File: config.mk
export PLATFORM = sky130hd
export DESIGN_NAME = cache_line_ctrl
export DESIGN_NICKNAME = d
export VERILOG_FILES = /design/src/rtl/cache_line_ctrl_pkg.sv /design/src/rtl/cache_line_ctrl_fill_seq.sv /design/src/rtl/cache_line_ctrl.sv
export SDC_FILE = /design/constraint.sdc
export NUM_CORES = 1
export LEC_CHECK = 0
export ABC_AREA = 1
export CELL_PAD_IN_SITES_DETAIL_PLACEMENT = 0
export CELL_PAD_IN_SITES_GLOBAL_PLACEMENT = 1
export CORE_AREA = 2 2 173 175
export DETAILED_ROUTE_END_ITERATION = 10
export DIE_AREA = 0 0 175 177
export PLACE_DENSITY = 0.86
export RECOVER_POWER = 100
export SYNTH_ARGS = -nofsm -noshare
export SYNTH_HDL_FRONTEND = slang
export SYNTH_SLANG_ARGS = --single-unit
File: constraint.sdc
create_clock -name clk -period 1.3 [get_ports clk]
set_input_delay 0.195 -clock clk [delete_from_list [all_inputs] [get_ports clk]]
set_output_delay 0.195 -clock clk [all_outputs]
set_load 0.005 [all_outputs]
File: src/rtl/cache_line_ctrl_pkg.sv
// Shared types and sizing helpers for the multi-beat line-fill cache controller.
package cache_line_ctrl_pkg;

  localparam int WORD_W = 32;

  typedef enum logic [1:0] {
    IDLE  = 2'd0,
    FILL  = 2'd1,
    RESP  = 2'd2,
    WRITE = 2'd3
  } state_t;

  function automatic int beat_words(input int sram_dw);
    return sram_dw / WORD_W;
  endfunction

  function automatic int beats(input int line_words, input int sram_dw);
    return line_words / beat_words(sram_dw);
  endfunction

  // Byte-offset bits inside one line.
  function automatic int line_off_bits(input int line_words);
    return $clog2(line_words * (WORD_W / 8));
  endfunction

  function automatic int word_idx_w(input int line_words);
    return (line_words > 1) ? $clog2(line_words) : 1;
  endfunction

  function automatic int beat_idx_w(input int line_words, input int sram_dw);
    int n;
    n = beats(line_words, sram_dw);
    return (n > 1) ? $clog2(n) : 1;
  endfunction

endpackage

File: src/rtl/cache_line_ctrl_fill_seq.sv
// Line-fill sequencer: beat counter, per-beat SRAM address, last-beat detect and
// capture of the requested word out of the beat that carries it.
module cache_fill_seq
  import cache_line_ctrl_pkg::*;
#(
  parameter int LINE_WORDS = 2,
  parameter int SRAM_DW    = 64,
  localparam int BEAT_W    = beat_idx_w(LINE_WORDS, SRAM_DW),
  localparam int WIDX_W    = word_idx_w(LINE_WORDS)
) (
  input  logic                clk,
  input  logic                rst,
  input  logic                i_clear,
  input  logic                i_advance,
  input  logic [31:0]         i_line_base,
  input  logic [WIDX_W-1:0]   i_word_idx,
  input  logic [SRAM_DW-1:0]  i_sram_rdata,
  output logic [BEAT_W-1:0]   o_beat,
  output logic [31:0]         o_beat_addr,
  output logic                o_last,
  output logic [WORD_W-1:0]   o_word
);

  localparam int                BEAT_WORDS = beat_words(SRAM_DW);
  localparam int                BEATS      = beats(LINE_WORDS, SRAM_DW);
  localparam int                LANE_SH    = $clog2(BEAT_WORDS);
  localparam logic [BEAT_W-1:0] LAST_BEAT  = BEAT_W'(BEATS - 1);
  localparam logic [31:0]       BEAT_BYTES = 32'(SRAM_DW / 8);
  localparam logic [31:0]       LANE_MASK  = 32'(BEAT_WORDS - 1);

  logic [BEAT_W-1:0] r_beat;
  logic [WORD_W-1:0] r_word;
  logic [31:0]       w_widx;
  logic [31:0]       w_tgt_beat;
  logic [31:0]       w_lane;
  logic [WORD_W-1:0] w_lane_word;
  logic              w_capture;

  assign w_widx     = 32'(i_word_idx);
  assign w_tgt_beat = w_widx >> LANE_SH;
  assign w_lane     = w_widx & LANE_MASK;
  assign w_capture  = i_advance && (w_tgt_beat == 32'(r_beat));

  always_comb begin
    w_lane_word = '0;
    for (int k = 0; k < BEAT_WORDS; k++) begin
      if (w_lane == 32'(k)) w_lane_word = i_sram_rdata[k*WORD_W +: WORD_W];
    end
  end

  always_ff @(posedge clk) begin
    if (rst) begin
      r_beat <= '0;
      r_word <= '0;
    end else begin
      if (i_clear) r_beat <= '0;
      else if (i_advance) r_beat <= o_last ? '0 : r_beat + BEAT_W'(1);
      if (w_capture) r_word <= w_lane_word;
    end
  end

  assign o_beat      = r_beat;
  assign o_last      = (r_beat == LAST_BEAT);
  assign o_beat_addr = i_line_base + 32'(r_beat) * BEAT_BYTES;
  assign o_word      = r_word;

endmodule

File: src/rtl/cache_line_ctrl.sv
// Read-allocate, write-through/write-update cache controller with multi-beat line fill.
// Optional hit/miss statistics are built only when CACHE_STATS_EN is defined.
//
// state | meaning
// IDLE  | lookup; serve read hits and idle cycles with ready
// FILL  | fetch line beats from SRAM, writing each into the cache
// RESP  | return the captured word for the missed load
// WRITE | store goes through to SRAM
module cache_line_ctrl
  import cache_line_ctrl_pkg::*;
#(
  parameter int unsigned BASE_ADDR  = 1024,
  parameter int          CACHE_AW   = 17,
  parameter int          SRAM_DW    = 64,
  parameter int          LINE_WORDS = 2,
  localparam int         BEAT_W     = beat_idx_w(LINE_WORDS, SRAM_DW)
) (
  input  logic                clk,
  input  logic                rst,
  input  logic [31:0]         address,
  input  logic [31:0]         wdata,
  input  logic                mem_r_en,
  input  logic                mem_w_en,
  output logic [31:0]         rdata,
  output logic                ready,
  input  logic                sram_ready,
  input  logic [SRAM_DW-1:0]  sram_rdata,
  output logic [31:0]         sram_address,
  output logic [31:0]         sram_wdata,
  output logic                sram_r_en,
  output logic                sram_w_en,
  input  logic                cache_hit,
  input  logic [31:0]         cache_rdata,
  output logic [CACHE_AW-1:0] cache_address,
  output logic                cache_r_en,
  output logic                cache_w_en,
  output logic [31:0]         cache_wdata,
  output logic                cache_fill_en,
  output logic [BEAT_W-1:0]   cache_fill_beat,
  output logic                cache_fill_last,
  output logic [SRAM_DW-1:0]  cache_fill_data,
  output logic [31:0]         hit_cnt,
  output logic [31:0]         miss_cnt
);

  localparam int          LOB       = line_off_bits(LINE_WORDS);
  localparam int          WIDX_W    = word_idx_w(LINE_WORDS);
  localparam logic [31:0] LINE_MASK = ~32'(LINE_WORDS * 4 - 1);
  localparam logic [31:0] BASE_W    = 32'(BASE_ADDR >> 2);

  state_t              r_state;
  state_t              w_next;
  logic [31:0]         w_line_base;
  logic [WIDX_W-1:0]   w_word_idx;
  logic [BEAT_W-1:0]   w_beat;
  logic [31:0]         w_beat_addr;
  logic                w_last;
  logic [WORD_W-1:0]   w_word;
  logic                w_fill_start;
  logic                w_advance;

  // BASE_ADDR is line-aligned, so the low offset bits equal the address bits.
  assign w_line_base   = address & LINE_MASK;
  assign cache_address = address[CACHE_AW+1:2] - BASE_W[CACHE_AW-1:0];

  if (LINE_WORDS > 1) begin : g_widx
    assign w_word_idx = address[LOB-1:2];
  end else begin : g_widx_single
    assign w_word_idx = '0;
  end

  cache_fill_seq #(
    .LINE_WORDS (LINE_WORDS),
    .SRAM_DW    (SRAM_DW)
  ) u_fill_seq (
    .clk          (clk),
    .rst          (rst),
    .i_clear      (w_fill_start),
    .i_advance    (w_advance),
    .i_line_base  (w_line_base),
    .i_word_idx   (w_word_idx),
    .i_sram_rdata (sram_rdata),
    .o_beat       (w_beat),
    .o_beat_addr  (w_beat_addr),
    .o_last       (w_last),
    .o_word       (w_word)
  );

  always_ff @(posedge clk) begin
    if (rst) r_state <= IDLE;
    else     r_state <= w_next;
  end

  always_comb begin
    w_next          = r_state;
    rdata           = '0;
    ready           = 1'b0;
    sram_address    = '0;
    sram_wdata      = '0;
    sram_r_en       = 1'b0;
    sram_w_en       = 1'b0;
    cache_r_en      = 1'b0;
    cache_w_en      = 1'b0;
    cache_wdata     = '0;
    cache_fill_en   = 1'b0;
    cache_fill_beat = '0;
    cache_fill_last = 1'b0;
    cache_fill_data = '0;
    w_fill_start    = 1'b0;
    w_advance       = 1'b0;
    case (r_state)
      IDLE: begin
        cache_r_en = 1'b1;
        if (mem_r_en) begin
          if (cache_hit) begin
            rdata = cache_rdata;
            ready = 1'b1;
          end else begin
            w_next       = FILL;
            w_fill_start = 1'b1;
          end
        end else if (mem_w_en) begin
          w_next = WRITE;
          if (cache_hit) begin
            cache_w_en  = 1'b1;
            cache_wdata = wdata;
          end
        end else begin
          ready = 1'b1;
        end
      end
      FILL: begin
        sram_r_en    = 1'b1;
        sram_address = w_beat_addr;
        // A beat landing with reset is dropped so an aborted line never validates.
        if (sram_ready && !rst) begin
          cache_fill_en   = 1'b1;
          cache_fill_beat = w_beat;
          cache_fill_data = sram_rdata;
          w_advance       = 1'b1;
          if (w_last) begin
            cache_fill_last = 1'b1;
            w_next          = RESP;
          end
        end
      end
      RESP: begin
        rdata  = w_word;
        ready  = 1'b1;
        w_next = IDLE;
      end
      WRITE: begin
        sram_w_en    = 1'b1;
        sram_address = address;
        sram_wdata   = wdata;
        if (sram_ready) begin
          ready  = 1'b1;
          w_next = IDLE;
        end
      end
      default: w_next = IDLE;
    endcase
  end

  always_ff @(posedge clk) begin
    if (!rst && r_state == IDLE) begin
      assert (!(mem_r_en && mem_w_en))
        else $error("cache_line_ctrl: load and store requested together, load taken");
    end
  end

`ifdef CACHE_STATS_EN
  logic [31:0] r_hit_cnt;
  logic [31:0] r_miss_cnt;
  logic        w_hit_evt;
  logic        w_miss_evt;

  assign w_hit_evt  = (r_state == IDLE) && mem_r_en && cache_hit;
  assign w_miss_evt = (r_state == IDLE) && mem_r_en && !cache_hit;

  always_ff @(posedge clk) begin
    if (rst) begin
      r_hit_cnt  <= '0;
      r_miss_cnt <= '0;
    end else begin
      if (w_hit_evt && r_hit_cnt != '1)   r_hit_cnt  <= r_hit_cnt + 32'd1;
      if (w_miss_evt && r_miss_cnt != '1) r_miss_cnt <= r_miss_cnt + 32'd1;
    end
  end

  assign hit_cnt  = r_hit_cnt;
  assign miss_cnt = r_miss_cnt;
`else
  assign hit_cnt  = '0;
  assign miss_cnt = '0;
`endif

endmodule
==> metrics.md <==
| Metric | Value |
|---|---|
| CTS H-tree depth | 2 |
| Fin area | 9717 µm² |
| # Max-Cap Violations | 0 |
| FFs w/ async S/R, synth | 0% |
| Number of remaining DRC errors | 0 |
| Largest net degree at the start of global routing | 39 |
| DP HPWL | between 15000 and 20000 µm |
| Cell at the slowest stage of the critical path | dfxtp_4 |
| GR Overflow Total | 0 |
| Drt via density | 3.699 |
| Kind of critical path | reg -> out |
| CP Capture Type | output pin |
| Layout cells sized above 1 | 41.86% |
| Area Growth Syn to Fin | 139.6% |
| Maximum vdd drop | between 0.3 and 0.4 mV |
| Boundary pin count | 447 |
| All-Layer GR Usage | 12.71% |
| Final-report hold violation count | 0 |
| Tcrit/Tclk final | 147.5% |
| ANT nets after route | 0 |
| Top_reg_cell synth | dfxtp_1 |
| Slew Viols, Final | 0 |
| Most common cell in the synthesized netlist | inv_1 |
| Gp weighted congestion | around 0.77 |
| Reg-to-reg setup timing slack | -0.45 ns |
| Worst Path Max Fanout | 7 |
| Synth Warn # | 0 |
| Req. time, crit path | between 1 and 1.5 ns |
| Placed cell area | 8797 µm² |
| Initial Util | 13.87% |
| Leakage | slightly below 6 nW |
| Final net count | between 1000 and 1500 |
| Outcome | finished with violations |
| Count of input and output buffers | 381 |
| RSZ-0062 raised after global routing | yes |
| Setup TNS | -100.18 ns |
| Post-Synthesis Cells | 751 |
| Die Area | ~31000 µm² |
| Wire length per cell | 13.96 µm |
| Design Power | 5.582 mW |
| Most frequent cells after synthesis | inv_1, nor2_1, o21ai_0 |
| Synth unique cells | 21 |
| Achievable frequency | ~520 MHz |
| Clk sinks | 34 |
| Via Count | 6189 |
| Worst-case clock buffer depth | 2 |
| TritonCTS Buffers | 5 |
| Hold Path Class | reg -> reg |
| Critical path data arrival time | 1.72 ns |
| Initial drt markers | 111 |
| Post-synth top area share | 16.78% |
| Rows | 63 |
| Largest area contributor in the netlist | dfxtp_1 |
| Clk_skew | 0.003076 ns |
| Non-Filler Instances | 1673 |
| Worst Setup Start Kind | flip-flop |
| Cell Chain, Critical Path | inv_6 -> nor2_4 -> inv_2 -> nor2_4 -> clkinv_4 -> buf_6 -> clkbuf_16 -> nor2_2 -> buf_2 |
| Final min period | 1.917 ns |
| CP peak stage delay | 0.39 ns |
| WHS Path Cells | 2 |
| CTS tree | yes |
| Number of synthesized flops with an enable pin | 0 |
| Final worst slack | -0.6174 ns |
| Clk pin slew, worst setup/hold paths | 0.05 ns |
| Register-to-Register Path Depth | 11 |
| Endpoint, Worst Hold | u_fill_seq.o_word[12]$_SDFFE_PP0P_ |
| Skew-Pair Late Insertion Delay | 0.28 ns |
| Mapped Area | 4055 µm² |
| Finish-stage setup viols | 243 |
| Sequential share of the synthesized area | 16.78% |
| Power per cell area | 574.4 nW/µm² |
| N_diodes | 0 |
| Height of the die | roughly 180 µm |
| HP Start | u_fill_seq.o_word[12]$_SDFFE_PP0P_ |
| First-pass iteration count of the detailed router | 4 |
| Vias in the first global route | approximately 5700 |
| Die width | 175 µm |
| Core Area | 29240 µm² |
| Most frequent CP cell | nor2_4 |
| Placed Cells | 1582 |
| First-pass GRT wire length | between 30000 and 40000 µm |
| Crit Reg-Reg Startpoint | r_state[0]$_SDFFE_PP0P_ |
| #FFs+latches synth | 34 |
| Synth area leaders | dfxtp_1, inv_1, nor2_1 |
| Post-Syn Area per Cell | 5.400 µm² |
| Failing checks | negative setup slack |
| WHS | around 0.51 ns |
| Detailed Route WL | 23360 µm |
| Fillcell total | 3154 |
| Worst r2r dst | u_fill_seq.o_word[1]$_SDFFE_PP0P_ |
| Clock Root Buffer | clkbuf_16 |
| Antenna violations before repair | 0 |
==> layout make-up <==
class,count,area [µm²],share of cell area (%)
clock buffers,6,138.9,1.429
inverters,175,666.9,6.863
multi-input cells,489,2691,27.70
flip-flops and latches,34,688.2,7.082
well taps,390,488.0,5.022
repair buffers,579,5044,51.91
==> worst max path at each step <==
stage	start	end	slack, ns	cells after the start
after floorplan	r_state[0]$_SDFFE_PP0P_	cache_fill_data[33]	-0.06	9
after global placement	mem_r_en	cache_wdata[20]	-0.77	6
after detailed placement	mem_r_en	cache_wdata[0]	-0.80	6
after CTS	r_state[1]$_SDFFE_PP0P_	cache_wdata[20]	-0.81	5
after global routing	r_state[0]$_SDFFE_PP0P_	cache_fill_data[33]	-0.73	9
final	r_state[0]$_SDFFE_PP0P_	cache_fill_data[33]	-0.62	9
==> per-layer routing <==
layer	vias up	global-route usage (%)	wire length [µm]
met5	-	0	0
met4	0	3.021	345
met3	15	2.814	1493
met2	276	24.67	12400
met1	2774	13.92	9124
li1	3124	-	-
==> worst max-delay path, delay by kind of cell, from the launching register on <==
kind          cells  cell delay [ns]
buf+inv           6             0.71
flops             1             0.39
simple gates      3             0.35
==> state kept, by name (all words and copies together) (netlist names) <==
register / cells
u_fill_seq.o_word: 32
r_state: 2
==> logic make-up (layout without fill, tap and decap cells) <==
family	after synthesis	after routing	synth area share, %
XOR/XNOR	7	7	1.512
AND/OR/NAND/NOR	315	315	33.48
flip-flops	34	34	16.78
AO/OA/AOI/OAI	101	101	12.53
other	1	65	0.09248
adder cells (fa/ha/maj)	1	1	0.3085
buffers and inverters	292	760	35.30
==> stage by stage <==
stage | utilization, % | setup WS (ns)
after floorplan | - | -0.05733
after global placement | 30.08 | -0.7741
after detailed placement | 30.08 | -0.7955
after CTS | 31.58 | -0.8138
after global routing | 33.23 | -0.7334
final | 33.23 | -0.6174
==> cell usage in the layout (no fill, tap or decap), types with 2 or more instances in the layout <==
cell type,instances
buf_8,7
buf_12,16
clkbuf_2,52
clkdlybuf4s15_2,3
xnor2_1,3
inv_1,169
dfxtp_4,2
o21ai_0,67
nand2_4,2
nor2_2,64
nand3_1,37
dfxtp_1,32
buf_6,21
xor2_1,4
nand4_1,2
buf_4,140
nand2_1,59
nand2_2,9
nor2_1,99
dlymetal6s2s_1,29
conb_1,65
clkbuf_16,14
o21ai_2,25
clkdlybuf4s50_1,167
nor2_4,42
o21ai_1,6
buf_16,4
inv_2,4
dlygate4sd2_1,2
buf_2,127
==> what timing repair did <==
action / CTS / global route
endpoints found under the setup margin: 249 / 249
pin swaps: 7 / 22
gates cloned: 4 / 13
buffers inserted: 25 / 50
hold buffers: 0 / 0
gates resized for setup: 352 / 482
==> power breakdown <==
group          switching, mW  internal (mW)  total [mW]
Sequential            0.0532           1.11        1.16
Combinational           1.42           1.82        3.24
Clock                  0.438          0.740        1.18
Power figures use the tool's default switching activity.
